==> src/rtl/balance_cntrl.sv <==
// PID balance controller: pitch samples in, saturated left/right motor speed commands out.
// Stage 1 captures error/integrator/derivative on vld; stage 2 registers the steered outputs.
module balance_cntrl #(
  parameter logic        [4:0]  P_COEFF     = 5'd12,
  parameter logic        [5:0]  D_COEFF     = 6'd7,
  parameter logic signed [11:0] FAST_THRESH = 12'sd1536
) (
  input  logic               clk,
  input  logic               rst_n,
  input  logic               vld,
  input  logic signed [15:0] ptch,
  input  logic signed [11:0] ld_cell_diff,
  input  logic               en_steer,
  input  logic               rider_off,
  input  logic               pwr_up,
  output logic signed [11:0] lft_spd,
  output logic signed [11:0] rght_spd,
  output logic               too_fast
);

  logic signed [9:0]  err_sat;
  logic signed [9:0]  err_reg;
  logic signed [9:0]  prev_err;
  logic signed [17:0] integrator;
  logic signed [17:0] int_sum;
  logic               int_ovf;
  logic signed [10:0] d_diff;
  logic signed [6:0]  d_sat;
  logic signed [12:0] d_prod;
  logic signed [12:0] d_reg;
  logic               vld_ff;

  logic signed [14:0] p_term;
  logic signed [14:0] i_term;
  logic signed [14:0] d_term;
  logic signed [15:0] pid;
  logic signed [15:0] steer;
  logic signed [15:0] lft;
  logic signed [15:0] rght;
  logic signed [11:0] lft_sat;
  logic signed [11:0] rght_sat;

  // prev_err is sample history only, and the low three load-cell bits vanish in the shift.
  logic unused_bits;
  assign unused_bits = ^{prev_err, ld_cell_diff[2:0]};

  function automatic logic signed [11:0] sat12(input logic signed [15:0] v);
    if (v > 16'sd2047)       return 12'sh7ff;
    else if (v < -16'sd2048) return 12'sh800;
    else                     return v[11:0];
  endfunction

  // NOTE: always_comb assigns every output on every path, so no latch is inferred.
  always_comb begin
    err_sat = ptch[9:0];
    if (ptch > 16'sd511)       err_sat = 10'sd511;
    else if (ptch < -16'sd512) err_sat = -10'sd512;

    d_diff = $signed({err_sat[9], err_sat}) - $signed({err_reg[9], err_reg});
    d_sat  = d_diff[6:0];
    if (d_diff > 11'sd63)       d_sat = 7'sd63;
    else if (d_diff < -11'sd64) d_sat = -7'sd64;
  end

  assign d_prod  = $signed({{6{d_sat[6]}}, d_sat}) * $signed({7'd0, D_COEFF});
  assign int_sum = integrator + $signed({{8{err_sat[9]}}, err_sat});
  // Same-sign operands producing a flipped sign means the add wrapped; hold instead.
  assign int_ovf = (integrator[17] == err_sat[9]) && (int_sum[17] != integrator[17]);

  assign p_term = $signed({{5{err_reg[9]}}, err_reg}) * $signed({10'd0, P_COEFF});
  assign i_term = $signed({{3{integrator[17]}}, integrator[17:6]});
  assign d_term = $signed({{2{d_reg[12]}}, d_reg});
  assign pid    = 16'(p_term) + 16'(i_term) + 16'(d_term);
  assign steer  = $signed({{7{ld_cell_diff[11]}}, ld_cell_diff[11:3]});
  assign lft    = en_steer ? pid - steer : pid;
  assign rght   = en_steer ? pid + steer : pid;
  assign lft_sat  = sat12(lft);
  assign rght_sat = sat12(rght);

  // NOTE: sequential state uses non-blocking assignments so every register samples pre-edge values.
  always_ff @(posedge clk) begin
    if (!rst_n) begin
      err_reg    <= '0;
      prev_err   <= '0;
      d_reg      <= '0;
      integrator <= '0;
      vld_ff     <= 1'b0;
    end else begin
      vld_ff <= vld;
      if (vld) begin
        err_reg  <= err_sat;
        prev_err <= err_reg;
        d_reg    <= d_prod;
      end
      if (!pwr_up || rider_off)  integrator <= '0;
      else if (vld && !int_ovf)  integrator <= int_sum;
    end
  end

  always_ff @(posedge clk) begin
    if (!rst_n) begin
      lft_spd  <= '0;
      rght_spd <= '0;
      too_fast <= 1'b0;
    end else if (!pwr_up) begin
      lft_spd  <= '0;
      rght_spd <= '0;
      too_fast <= 1'b0;
    end else if (vld_ff) begin
      lft_spd  <= lft_sat;
      rght_spd <= rght_sat;
      too_fast <= (lft_sat > FAST_THRESH) || (rght_sat > FAST_THRESH);
    end
  end

endmodule
==> config.mk <==
export PLATFORM = sky130hd
export DESIGN_NAME = balance_cntrl
export DESIGN_NICKNAME = d
export VERILOG_FILES = /design/src/rtl/balance_cntrl.sv
export SDC_FILE = /design/constraint.sdc
export NUM_CORES = 1
export LEC_CHECK = 0
export BUFFER_PORTS_ARGS = -buffer_cell sky130_fd_sc_hd__buf_2
export CORE_MARGIN = 3
export CORE_UTILIZATION = 50
export CTS_BUF_LIST = sky130_fd_sc_hd__clkbuf_4 sky130_fd_sc_hd__clkbuf_8
export DETAILED_ROUTE_END_ITERATION = 10
export GPL_TIMING_DRIVEN = 0
export PLACE_DENSITY = 0.68
export SETUP_SLACK_MARGIN = 0.02
export SYNTH_ARGS = -nofsm -noshare
export SYNTH_HDL_FRONTEND = slang
export SYNTH_SLANG_ARGS = --single-unit
==> constraint.sdc <==
create_clock -name clk -period 17.5 [get_ports clk]
set_clock_uncertainty 0.05 [all_clocks]
set_input_delay 3.5 -clock clk [delete_from_list [all_inputs] [get_ports clk]]
set_output_delay 3.5 -clock clk [all_outputs]
set_load 0.05 [all_outputs]
* Word level (Yosys, flattened, before mapping)
Cells that the tools add are included.
Word-level totals: bits in registers 65, word-level logic and storage cells 46
Cells by class: bitwise logic cells 1, multiplexer cells 10, add/sub/neg operators 6, reductions and logical operators 8, order comparisons 10, equal/unequal tests 2, multipliers 2
Operators with widths (count):
- two-way mux 12 bit | 4
- > comparator 16 x 12 -> 1 bit (second input constant) | 2
- less-than comparator 16 x 12 -> 1 bit (second input constant) | 2
- two-way mux 16 bit | 2
- > comparator 12 bit (second input constant) | 2
- two-way mux 10 bit | 2
- adder 18 x 10 -> 18 bit | 1
- adder 15 x 12 -> 16 bit | 1
- adder 16 x 11 -> 16 bit | 1
- adder 16 x 9 -> 16 bit | 1
- > comparator 16 x 10 -> 1 bit (second input constant) | 1
- less-than comparator 16 x 10 -> 1 bit (second input constant) | 1
- subtractor 16 x 9 -> 16 bit | 1
- two-way mux 7 bit | 2
- multiplier 10 x 3 -> 13 bit (second input constant) | 1
- > comparator 11 x 7 -> 1 bit (second input constant) | 1
- less-than comparator 11 x 7 -> 1 bit (second input constant) | 1
- multiplier 7 x 4 -> 11 bit (second input constant) | 1
- subtractor 10 x 10 -> 11 bit | 1
- logical AND 1 bit | 2
- logical NOT 1 bit | 2
- logical OR 1 bit | 2
- AND reduction 2 bit | 1
- OR reduction 2 bit | 1
- other kinds (3) | 3

* Depth between registers and ports, before layout
depth in word-level cells 10, gate-level depth with buffers 31, depth with buffers taken out 29

* Worst setup path before layout
OpenSTA, ideal clock, no wires.
path type input port to flip-flop, start point input ptch[10], end point register, netlist name d_reg[10], cell stages on the path 26, setup time 0.117 ns, required time 17.333 ns, data arrival time 8.990 ns, setup slack 8.343 ns, cells stage by stage nand4_1 -> o21ai_1 -> o21ai_0 -> ha_1 -> fa_1 -> nor2b_1 -> o31a_1 -> o221ai_2 -> and2_1 -> o22a_1 -> a2111oi_0 -> nand2b_1 -> o21ai_0 -> ha_1 -> inv_1 -> fa_1 -> inv_1 -> fa_1 -> a21o_1 -> a21o_1 -> a21o_1 -> a21oi_1 -> a21oi_1 -> o21ai_1 -> nand2_1 -> a32o_1
Between the ends: word-level cells in the longest chain between the ends 8, elaborated cells on any way between the ends 10, those cells by class add/sub (1); mul (1); order compare (4); mux (4)
Ends and longest elaborated chain:
- start: declaration | RTL line 11 | input logic signed [15:0] ptch,
- less-than comparator 16 x 10 -> 1 bit | RTL line 57 | else if (ptch < -16'sd512) err_sat = -10'sd512;
- two-way mux 10 bit | RTL line 57
- two-way mux 10 bit (*) | RTL line 56 | if (ptch > 16'sd511) err_sat = 10'sd511;
- subtractor 10 x 10 -> 11 bit (*) | RTL line 59 | d_diff = $signed({err_sat[9], err_sat}) - $signed({err_reg[9], err_reg});
- less-than comparator 11 x 7 -> 1 bit | RTL line 62 | else if (d_diff < -11'sd64) d_sat = -7'sd64;
- two-way mux 7 bit | RTL line 62
- two-way mux 7 bit (*) | RTL line 61 | if (d_diff > 11'sd63) d_sat = 7'sd63;
- multiplier 7 x 4 -> 11 bit (*) | RTL line 65 | assign d_prod = $signed({{6{d_sat[6]}}, d_sat}) * $signed({7'd0, D_COEFF});
Mark *: on every way between the ends. The rest lies on a longest branch, timed or not. A chain may end at the register's enable or synchronous reset.

* Worst setup path after layout
start point input ptch[15], end point register, netlist name d_reg[10]
Between the ends: word-level cells in the longest chain between the ends 8, elaborated cells on any way between the ends 10, those cells by class add/sub (1); mul (1); order compare (4); mux (4)
Ends and longest elaborated chain (RTL line):
- less-than comparator 16 x 10 -> 1 bit | 57
- two-way mux 10 bit | 57
- two-way mux 10 bit (*) | 56
- subtractor 10 x 10 -> 11 bit (*) | 59
- less-than comparator 11 x 7 -> 1 bit | 62
- two-way mux 7 bit | 62
- two-way mux 7 bit (*) | 61
- multiplier 7 x 4 -> 11 bit (*) | 65
Marks and branches as above.

==> impl_metrics.ini <==
[clock_tree]
cts_sinks = 65
post_cts_buffers = 0
cts_root_buffer = clkbuf_8
cts_hold_buf = 0
clkTransAtPathRegs_ns = 0.08
clk_latency_ns = 0.36
clock_tree.buffer_depth = 2
cts_made_buffers = 9
cts_tree = built
cts_resized = 0
htree_levels = 3

[sta]
finalHoldViolations = 0
grt_setup_unrepaired = no
fmax_mhz = 102
slew_headroom_pct = 37.6
worst_pin_slew_ns = 0.924
hold_ws_ns = 0.397
setup_violations = 0
slew_viol_final = 0
fin_crit_sh_pct = 56.0
min_period_ns = 9.80
setup_tns_ns = 0

[logic_synthesis]
yosys.area_share.xor_xnor_pct = 6.60
synth_top_cell_by_area = dfxtp_1
synth_seq_area_share_pct = 16.1
syn_avg_cell_area_um2 = 8.01
async_flop_share_pct = 0
synthMuxAreaShare_pct = 5.39
syn_inst = 1011
yosys.area_share.simple_pct = 17.0
synth.net_count = 1173
synth-seq-cells = 65
synth.top_cells.by_area = dfxtp_1 (16%), ha_1 (16%), fa_1 (5.9%)
synth-edff-count = 0
synth_flop_cell = dfxtp_1
yosysTopAreaCellShare_pct = 16.1
synth_compound_area_share_pct = 26.1
yosysMostFrequentCell = ha_1
yosys_warnings = 0
synth_cell_type_count = 84
synthAdderAreaFrac_pct = 22.0
syn-cell-area_um2 = 8100
synth.top_cells.by_count = ha_1 (104), inv_1 (95), nor2_1 (90)
synth_top_family_by_area = compound AO/OA/AOI/OAI gates

[detailed_routing]
routed_wl_mm = 20.7
drc = 0
vias = 7367
drtPass1Iterations = 5
drt_iter0_markers = 494
viasPerCell = 5.71
ant_nets = 0
wl_per_cell_um = 16.0

[floorplanning]
die_area_um2 = 17800
ios = 59
rows = 45
start_util_pct = 52.1
dieWidth_um = 133
core_um2 = 15500
die_h_um = 133

[global_route]
grt_usage_pct = 23.5
grt_max_degree = 15
overflow = 0
grt_pass1_vias = 6993
antenna_found_initial = 0
grt_first_pass_wirelength_mm = 34.2

[finish]
utilization_pct = 56.8
drive_gt1_share_pct = 10.5
largest_reg_flops = 18
regMostFlops = integrator
fin_nets = 1236
top_regs = integrator x18, lft_spd x12, rght_spd x12
area_delta_synth_final_pct = 8.99
antennaDiodeCount = 0

[hold_path]
worstHoldPathType = reg -> reg

[placement]
place.gp.congestion = 0.997
hpwlAfterDp_mm = 17.2
io_buffer_count = 52

[power]
p_total_w = 0.00114
p_leak_nw = 4.19
cellPowerDensity_nw_per_um2 = 129
ir_worst_vdd_v = 0.0000444

[setup_path]
worstPathRequired_ns = 17.70
startpoint_type = input port
worstPathArrival_ns = 10.00
worst_path_largest_cell_delay_ns = 0.77
critPathSlowestCell = a2111oi_0
crit_fanout = 9
critical_path_class = in -> reg
end_kind = flip-flop

[run]
maxCapViolCount = 0

[status]
status = complete, no violations
-- area by class of cell --
| class | count | area (µm²) |
|---|---|---|
| fillers | 1545 | 6710 |
| repair buffers | 52 | 260 |
| clock buffers | 10 | 138 |
| clock inverters | 6 | 66.3 |
| inverters | 98 | 368 |
| well taps | 211 | 264 |
| plain buffers | 39 | 191 |
| multi-input cells | 809 | 6240 |
| flip-flops and latches | 65 | 1300 |
-- critical path: cells and delay by family --
kind,cells,cell delay [ns]
compound gates,14,3.49
fa+ha+maj,5,1.99
simple gates,4,0.75
buf+inv,3,0.27
-- stage by stage --
stage | area [µm²] | setup slack (ns) | cells
CTS | 8830 | 7.69 | 1290
global route | 8830 | 7.15 | 1290
floorplan | 8100 | 8.34 | 1011
global placement | 8620 | 7.35 | 1274
detailed placement | 8620 | 7.33 | 1274
finish | 8830 | 7.70 | 1290
-- kinds of logic after synthesis --
logic type	Yosys count
adder cells (fa/ha/maj)	128
AND/OR/NAND/NOR	276
buffers and inverters	137
AO/OA/AOI/OAI	301
flip-flops	65
multiplexers	43
XOR/XNOR	61
-- layer usage --
| metal | routed length, µm | global-route usage, % |
|---|---|---|
| met1 | 9230 | 29.1 |
| met2 | 10000 | 41.8 |
| met3 | 670 | 3.06 |
| met4 | 745 | 8.29 |
| met5 | 0 | 0 |
-- final timing paths --
kind / from / to / slack (ns) / cells past startpoint
setup / recovery: ptch[15] / d_reg[10]$_SDFFE_PN0P_ / 7.70 / 26
hold reg to reg: lft_spd[10]$_SDFFE_PN0P_ / lft_spd[10]$_SDFFE_PN0P_ / 0.40 / 2
hold / removal: lft_spd[10]$_SDFFE_PN0P_ / lft_spd[10]$_SDFFE_PN0P_ / 0.40 / 2
setup reg to reg: err_reg[1]$_SDFFE_PN0P_ / rght_spd[2]$_SDFFE_PN0P_ / 10.65 / 29
-- cell usage in the layout (no fill, tap or decap), types with 35 or more instances in the layout --
cell type  count
buf_2         60
xnor2_1       46
nand2_1       42
ha_1         104
a21oi_1       68
a21o_1        35
dfxtp_1       65
inv_1         95
nor2_1        90
mux2i_1       38
nor3_1        37
-- where the power goes --
group          internal [W]  switching (W)
sequential         0.000163      0.0000111
clock             0.0000698      0.0000635
combinational      0.000327       0.000503
Note: power is estimated with default switching activity, not from simulation.
